--- src/rtl/pipeline_stall_controller.sv ---
// rtl/pipeline_stall_controller.sv - resolves hazard, branch flush and SRAM wait into pipeline stage controls.
// Optional perf counters are enabled by defining STALL_PERF_CNT_EN.
module pipeline_stall_controller #(
   parameter int unsigned FLUSH_CYCLES  = 1,
   parameter int unsigned STALL_TIMEOUT = 255
) (
   input  logic        clk_i,
   input  logic        rst_i,
   input  logic        hazard_i,
   input  logic        branch_taken_i,
   input  logic        mem_stall_i,
   output logic        freeze_all_o,
   output logic        freeze_if_o,
   output logic        flush_if_id_o,
   output logic        bubble_id_exe_o,
   output logic [1:0]  state_o,
   output logic        stall_timeout_o
`ifdef STALL_PERF_CNT_EN
   ,
   output logic [31:0] hazard_cycles_o,
   output logic [31:0] mem_cycles_o,
   output logic [31:0] flush_events_o
`endif
);

   typedef enum logic [1:0] {
      ST_RUN   = 2'd0,
      ST_HAZ   = 2'd1,
      ST_MEMW  = 2'd2,
      ST_FLUSH = 2'd3
   } state_t;

   localparam logic [2:0]  FLUSH_LOAD = 3'(FLUSH_CYCLES - 1);
   localparam logic [15:0] TIMEOUT_W  = 16'(STALL_TIMEOUT);

   state_t      state_q, state_d;
   logic [2:0]  fcnt_q, fcnt_d;
   logic [15:0] scnt_q, scnt_d;
   logic        timeout_q, timeout_d;

   always_ff @(posedge clk_i or posedge rst_i) begin
      if (rst_i) begin
         state_q   <= ST_RUN;
         fcnt_q    <= 3'd0;
         scnt_q    <= 16'd0;
         timeout_q <= 1'b0;
      end else begin
         state_q   <= state_d;
         fcnt_q    <= fcnt_d;
         scnt_q    <= scnt_d;
         timeout_q <= timeout_d;
      end
   end

   always_comb begin
      freeze_all_o    = 1'b0;
      flush_if_id_o   = 1'b0;
      freeze_if_o     = 1'b0;
      bubble_id_exe_o = 1'b0;
      state_d         = ST_RUN;
      fcnt_d          = fcnt_q;
      scnt_d          = 16'd0;

      // SRAM wait dominates; a pending flush or hazard is simply held over.
      freeze_all_o    = mem_stall_i;
      flush_if_id_o   = ~mem_stall_i & (branch_taken_i | (fcnt_q != 3'd0));
      freeze_if_o     = ~mem_stall_i & ~flush_if_id_o & hazard_i;
      bubble_id_exe_o = flush_if_id_o | freeze_if_o;

      if (!mem_stall_i) begin
         if (branch_taken_i)
            fcnt_d = FLUSH_LOAD;
         else if (fcnt_q != 3'd0)
            fcnt_d = fcnt_q - 3'd1;
      end

      if (mem_stall_i)
         state_d = ST_MEMW;
      else if (flush_if_id_o)
         state_d = ST_FLUSH;
      else if (freeze_if_o)
         state_d = ST_HAZ;

      if (state_d != ST_RUN)
         scnt_d = (scnt_q == TIMEOUT_W) ? scnt_q : scnt_q + 16'd1;

      timeout_d = timeout_q | (scnt_d == TIMEOUT_W);
   end

   assign state_o         = state_q;
   assign stall_timeout_o = timeout_q;

`ifdef STALL_PERF_CNT_EN
   logic [31:0] hazard_cycles_q, mem_cycles_q, flush_events_q;

   always_ff @(posedge clk_i or posedge rst_i) begin
      if (rst_i) begin
         hazard_cycles_q <= 32'd0;
         mem_cycles_q    <= 32'd0;
         flush_events_q  <= 32'd0;
      end else begin
         if (freeze_if_o && hazard_cycles_q != 32'hFFFF_FFFF)
            hazard_cycles_q <= hazard_cycles_q + 32'd1;
         if (freeze_all_o && mem_cycles_q != 32'hFFFF_FFFF)
            mem_cycles_q <= mem_cycles_q + 32'd1;
         if (branch_taken_i && !mem_stall_i && flush_events_q != 32'hFFFF_FFFF)
            flush_events_q <= flush_events_q + 32'd1;
      end
   end

   assign hazard_cycles_o = hazard_cycles_q;
   assign mem_cycles_o    = mem_cycles_q;
   assign flush_events_o  = flush_events_q;
`endif

endmodule

--- config.mk ---
export PLATFORM = sky130hd
export DESIGN_NAME = pipeline_stall_controller
export DESIGN_NICKNAME = d
export VERILOG_FILES = /design/src/rtl/pipeline_stall_controller.sv
export SDC_FILE = /design/constraint.sdc
export NUM_CORES = 1
export LEC_CHECK = 0
export BUFFER_PORTS_ARGS = -buffer_cell sky130_fd_sc_hd__buf_2
export CAP_MARGIN = 0
export CELL_PAD_IN_SITES_DETAIL_PLACEMENT = 2
export CELL_PAD_IN_SITES_GLOBAL_PLACEMENT = 2
export CORE_ASPECT_RATIO = 0.9
export CORE_MARGIN = 5
export CORE_UTILIZATION = 39
export DETAILED_ROUTE_END_ITERATION = 16
export PLACE_DENSITY = 0.8
export SYNTH_ARGS = -nofsm -noshare
export SYNTH_HDL_FRONTEND = slang
export SYNTH_SLANG_ARGS = --single-unit
--- constraint.sdc ---
create_clock -name clk_i -period 5.5 [get_ports clk_i]
set_input_delay 1.375 -clock clk_i [delete_from_list [all_inputs] [get_ports clk_i]]
set_output_delay 1.375 -clock clk_i [all_outputs]
set_load 0.02 [all_outputs]
==> results of run 1 <==
cells in the final DEF (no fill, tap or decap), types with 2 or more instances in the layout:
cell / netlist / routed
clkbuf_4: 0 / 3
buf_2: 3 / 11
nand3_1: 7 / 7
nor4_4: 2 / 2
o31ai_1: 2 / 2
a31oi_1: 3 / 3
a211oi_1: 2 / 2
nor3_1: 5 / 4
nand2b_1: 3 / 3
a21oi_1: 2 / 2
xnor2_1: 6 / 6
nand2_1: 7 / 7
nand4_1: 5 / 5
inv_1: 7 / 7
nor2_1: 17 / 17
nor3_2: 2 / 3
xor2_1: 5 / 5
or2_2: 2 / 2
and4_1: 2 / 2
ha_1: 3 / 3
dfrtp_1: 22 / 22
and3_1: 3 / 3
metrics by stage:
step | worst slack (ps) | power [W]
2_1_floorplan | 1930 | 0.000388
3_3_place_gp | 1750 | 0.000425
3_5_place_dp | 1640 | 0.000443
4_1_cts | 1650 | 0.000521
5_1_grt | 1580 | 0.000561
6_report | 1650 | 0.000511
registers in the layout, summed over array words and instances (netlist names):
signal / cells
scnt_q: 16
fcnt_q: 3
state_o: 2
stall_timeout_o: 1
cell type report:
cell class	instances	area, µm²	area share, %
repair buffers	12	62.6	4.60
well taps	42	52.6	3.87
inverters	7	26.3	1.93
flip-flops and latches	22	551	40.5
clock buffers	3	22.5	1.66
multi-input cells	92	644	47.4
report_power, final:
group | internal [W] | total (W) | switching (W)
clock network | 0.0000257 | 0.0000750 | 0.0000493
logic | 0.0000781 | 0.000184 | 0.000106
registers | 0.000200 | 0.000253 | 0.0000526
total | 0.000304 | 0.000511 | 0.000207
routing by layer:
| metal | up-vias | GRT usage, % |
|---|---|---|
| met5 | - | 0 |
| met4 | 0 | 5.02 |
| li1 | 468 | - |
| met2 | 5 | 26.8 |
| met3 | 5 | 3.29 |
| met1 | 490 | 18.2 |
worst max-delay path by stage:
stage | slack, ps | endpoint | cells past startpoint | start
2_1_floorplan | 1930 | bubble_id_exe_o | 4 | branch_taken_i
3_3_place_gp | 1750 | bubble_id_exe_o | 6 | branch_taken_i
3_5_place_dp | 1640 | bubble_id_exe_o | 6 | branch_taken_i
4_1_cts | 1650 | bubble_id_exe_o | 6 | branch_taken_i
5_1_grt | 1580 | bubble_id_exe_o | 6 | branch_taken_i
6_report | 1650 | bubble_id_exe_o | 6 | branch_taken_i
cell families (layout without fill, tap and decap cells):
group | after synthesis | after routing | synth area share (%)
compound gates | 15 | 15 | 8.88
fa+ha+maj | 3 | 3 | 2.99
buf+inv | 14 | 22 | 5.09
mux | 1 | 1 | 0.798
xor+xnor | 11 | 11 | 7.68
simple gates | 62 | 62 | 30.6
flops | 22 | 22 | 43.9
worst reg2reg max path, delay by kind of cell (launching register included):
| kind | cells | cell delay [ps] |
|---|---|---|
| AND/OR/NAND/NOR | 4 | 810 |
| flip-flops | 1 | 500 |
| AO/OA/AOI/OAI | 1 | 210 |
| adder cells (fa/ha/maj) | 1 | 300 |
| XOR/XNOR | 1 | 240 |
==> flow_summary_export.csv, run 1 <==
group,metric,value,unit
detailed_routing,drt-initial-drc-count,29,
worst_setup_path,cp_max_fo,6,
sta,setup_violations,0,
detailed_routing,m1WireLength,1350,µm
logic_synthesis,synth_top_area_share,43.9,%
clocking,cts_tree,"yes",
detailed_routing,drt_drc_violations_left,0,
detailed_routing,met2_length,1590,µm
floorplan,coreArea,0.00307,mm²
logic_synthesis,synthFlopType,"dfrtp_1",
clocking,numCtsBuffers,3,
logic_synthesis,synthDistinctLibCells,38,
sta,relSlewSlack,41.1,%
layout,final_cell_area,0.00136,mm²
min_path,min_from,"stall_timeout_o",
min_path,min_to,"stall_timeout_o",
sta,rsz0062_at_grt,"false",
layout,instances_no_fill,178,
logic_synthesis,yosysTopAreaCell,"dfrtp_1",
clocking,root_buffer,"clkbuf_4",
logic_synthesis,synth_nets,136,
clocking,clock-sinks,22,
worst_setup_path,r2r-end,"stall_timeout_o",
worst_setup_path,required,4120,ps
detailed_routing,wl_per_cell,17.1,µm
place,placed_area,0.00134,mm²
layout,final_util,44.3,%
global_routing,antenna_found_initial,0,
global_routing,grt_pass1_vias,1070,
place,port_buffers,11,
floorplan,initial_core_util,40.9,%
sta,layout_min_cycle_time,3850,ps
worst_setup_path,path_cells,"buf_2, nand2b_1, nand2b_1, inv_1, or2_2, buf_2",
global_routing,grt_pass1_wl,5340,µm
worst_setup_path,reg2reg_from,"scnt_q[0]",
clocking,clk_pin_slew,120,ps
global_routing,grt_max_degree,23,
logic_synthesis,synth_edf_count,0,
power_and_ir_drop,peakVddDrop,0.194,mV
logic_synthesis,synthArstFlopShare,100,%
worst_setup_path,cpPeakStageDelay,310,ps
detailed_routing,vias_per_cell,5.44,
flow_run,max-cap-violations,0,
logic_synthesis,netlist_top_cells_count,"dfrtp_1 (22), nor2_1 (17), inv_1 (7), nand2_1 (7), nand3_1 (7)",
power_and_ir_drop,power_density,376,mW/mm²
logic_synthesis,ys_warn_count,0,
clocking,clkLatencyLatePin,320,ps
worst_setup_path,reg2reg_depth,7,
worst_setup_path,end_kind,"primary output",
floorplan,fp.dieH,63.8,µm
place,dp.cells,175,
floorplan,io-pin-count,12,
run_status,status,"finished, final reports clean",
floorplan,die_w,69.8,µm
detailed_routing,drt.antenna.violating_nets,0,
layout,diodes,0,
detailed_routing,wirelength,3040,µm
worst_setup_path,cpMaxStageDelayCell,"or2_2",
layout,num-fill-cells,330,
clocking,ctsHoldBuffers,0,
sta,worst_pin_slew,883,ps
clocking,post_cts_resized,0,
sta,hold_slack,483,ps
layout,layout-drive-gt1-share,19.9,%
place,hpwl,2340,µm
floorplan,floorplan.rows,19,
worst_setup_path,critical_path_arrival,2470,ps
detailed_routing,top_layer_used,"met4",
detailed_routing,via_count,968,
min_path,hp-class,"flop to flop",
detailed_routing,dr.pass1.iters,2,
logic_synthesis,ys_ff_latch,22,
global_routing,grt_overflow,0,
sta,slew_violations,0,
sta,fin_crit_sh,69.9,%
sta,hold_violations,0,
sta,fin_tns_setup,0,ps
layout,area_growth,8.38,%
detailed_routing,dr_wl_met3,57,µm
sta,finClkSkew,9.52,ps
global_routing,grt_util_all_layers,15.1,%
sta,max_clock_freq,260,MHz
clocking,clock_path_buffers,2,
clocking,h-tree-depth,1,
logic_synthesis,syn_inst,128,
worst_setup_path,start_kind,"primary input",
layout,fin_nets,146,
min_path,min_path_cells,1,
worst_setup_path,worst-setup-path-type,"primary input to primary output",
logic_synthesis,seq_area_frac_synth,43.9,%
logic_synthesis,avgSynthCellArea,9.79,µm²
logic_synthesis,syn-cell-area,0.00125,mm²
logic_synthesis,yosysMostFrequentCell,"dfrtp_1",
power_and_ir_drop,power.leakage,0.616,nW
worst_setup_path,r2r_setup_slack,3350,ps
worst_setup_path,critical_path.top_delay_family,"simple AND/OR/NAND/NOR gates",
worst_setup_path,cp_num_buf_inv,3,
place,place.gp.congestion,0.757,
logic_synthesis,synth_area_leaders,"dfrtp_1 (44%), nor2_1 (5.1%), xnor2_1 (4.2%), xor2_1 (3.5%), nor4_4 (3.4%)",
floorplan,die_area,0.00445,mm²
clocking,cts_setup_buffers,0,
(Power assumes the default switching activity.)
==> run 2: changes to the inputs <==
- CORE_UTILIZATION: 39 -> 36
- PLACE_DENSITY: 0.8 -> 0.74
- clock period: 5.5 -> 3.7 ns (I/O delays scaled with it)
==> run 2 against run 1 <==
Compared with the run above:
- register-to-register slack got worse by 1900 ps
- critical path depth unchanged
- clock power increased by 100%
- largest power group unchanged
- cell area increased by 1.6%
- highest routed layer unchanged
- sequential share of layout area decreased by 0.62 points
- total power increased by 58%
- non-clock buffer count unchanged
- wire length increased by 3.4%
- flip-flop and latch count unchanged
- largest cell class unchanged
==> flow_summary_export.csv, run 2 (synthesized netlist as in run 1, its figures left out) <==
group,metric,value,unit
run_status,status,"finished, final reports clean",
power_and_ir_drop,power_frac_clock,18.9,%
sta,hold_violations,0,
floorplan,io-pin-count,12,
worst_setup_path,required,2770,ps
sta,worst_pin_slew,890,ps
floorplan,die_w,72.2,µm
layout,regMostFlops,"scnt_q",
power_and_ir_drop,total_power,0.000807,W
global_routing,grt_pass1_vias,1105,
layout,layout-drive-gt1-share,19.9,%
layout,final_common_cell,"dfrtp_1",
place,preCtsSetupSlack,740,ps
layout,largest_register_ffs,16,
global_routing,antenna_found_initial,0,
detailed_routing,wirelength,3140,µm
power_and_ir_drop,combPwrFrac,34.9,%
sta,max_clock_freq,341,MHz
sta,setup_violations,0,
clocking,h-tree-depth,1,
global_routing,grt_util_all_layers,15.1,%
power_and_ir_drop,peakVddDrop,0.265,mV
min_path,hp-class,"flop to flop",
sta,finClkSkew,8.96,ps
clocking,root_buffer,"clkbuf_8",
clocking,post_cts_resized,0,
detailed_routing,drt.antenna.violating_nets,0,
detailed_routing,dr.pass1.iters,4,
layout,final_util,40.9,%
clocking,clkLatencyLatePin,270,ps
clocking,clock_path_buffers,2,
clocking,clk_pin_slew,80,ps
worst_setup_path,critical_path_arrival,2010,ps
power_and_ir_drop,p_sw,0.000318,W
layout,num-fill-cells,385,
worst_setup_path,end_kind,"primary output",
clocking,numCtsBuffers,3,
global_routing,grt_overflow,0,
detailed_routing,drt-initial-drc-count,17,
power_and_ir_drop,p_seq_share,46.3,%
sta,fin_tns_setup,0,ps
layout,final_cell_area,0.00138,mm²
power_and_ir_drop,p_int,0.000488,W
sta,layout_min_cycle_time,2930,ps
sta,relSlewSlack,40.6,%
floorplan,floorplan.rows,20,
detailed_routing,vias_per_cell,5.54,
floorplan,die_area,0.00476,mm²
worst_setup_path,cp_max_fo,6,
flow_run,max-cap-violations,0,
place,hpwl,2410,µm
sta,rsz0062_at_grt,"false",
layout,area_growth,10.1,%
detailed_routing,via_count,997,
floorplan,fp.dieH,66.0,µm
floorplan,coreArea,0.00338,mm²
worst_setup_path,start_kind,"primary input",
floorplan,initial_core_util,37.1,%
detailed_routing,wl_per_cell,17.4,µm
global_routing,grt_max_degree,23,
power_and_ir_drop,power.leakage,0.624,nW
layout,seq_area,551,µm²
sta,slew_violations,0,
place,port_buffers,11,
place,place.gp.congestion,0.786,
layout,fin_nets,146,
clocking,cts_tree,"yes",
power_and_ir_drop,p_sw_share,39.5,%
layout,diodes,0,
clocking,clock-sinks,22,
global_routing,grt_pass1_wl,5520,µm
place,placed_area,0.00134,mm²
power_and_ir_drop,power_density,585,mW/mm²
sta,setup_ws,768,ps
clocking,cts_setup_buffers,0,
sta,fin_crit_sh,79.2,%
worst_setup_path,worst-setup-path-type,"primary input to primary output",
layout,mostFrequentLayoutCells,"dfrtp_1 (22), nor2_1 (17), buf_2 (11)",
clocking,ctsHoldBuffers,0,
layout,multi_input_area,644,µm²
detailed_routing,drt_drc_violations_left,0,
[run 2: power by group through the flow]
stage                     clock network, W  logic, W  registers (W)
after floorplan                          0  0.000228       0.000349
after global placement                   0  0.000269       0.000374
after detailed placement                 0  0.000289       0.000379
after CTS                         0.000162  0.000291       0.000375
after global routing              0.000170  0.000330       0.000386
final                             0.000152  0.000281       0.000373
[run 2: per-layer routing]
metal	vias to the layer above	track usage, %	share of wire [%]
li1	465	-	-
met1	515	18.3	43
met2	9	25.9	52
met3	8	3.50	2.3
met4	0	5.40	2.5
met5	-	0	0
[run 2: final cells by class]
cell class | instances | area share [%]
well taps | 44 | 3.99
clock buffers | 3 | 2.99
multi-input cells | 92 | 46.7
repair buffers | 12 | 4.53
flip-flops and latches | 22 | 39.9
inverters | 7 | 1.90
[run 2: path summary, 6_finish.rpt]
check	cells past startpoint	slack [ps]	startpoint	end
setup reg to reg	7	1430	scnt_q[0]	stall_timeout_o
hold / removal	1	490	stall_timeout_o	stall_timeout_o
hold reg to reg	1	490	stall_timeout_o	stall_timeout_o
setup / recovery	6	770	branch_taken_i	bubble_id_exe_o
min in group asynchronous	2	840	rst_i	scnt_q[8]
max in group asynchronous	2	2310	rst_i	fcnt_q[0]
[run 2: through the flow]
step	hold WS, ps	std cells
after floorplan	449	128
after global placement	464	177
after detailed placement	464	177
after CTS	492	180
after global routing	532	180
final	491	180
[run 2: critical path, stage by stage]
cell,delay [ps]
buf_2,120
nand2b_1,190
nand2b_1,200
inv_1,110
or2_2,300
buf_2,160
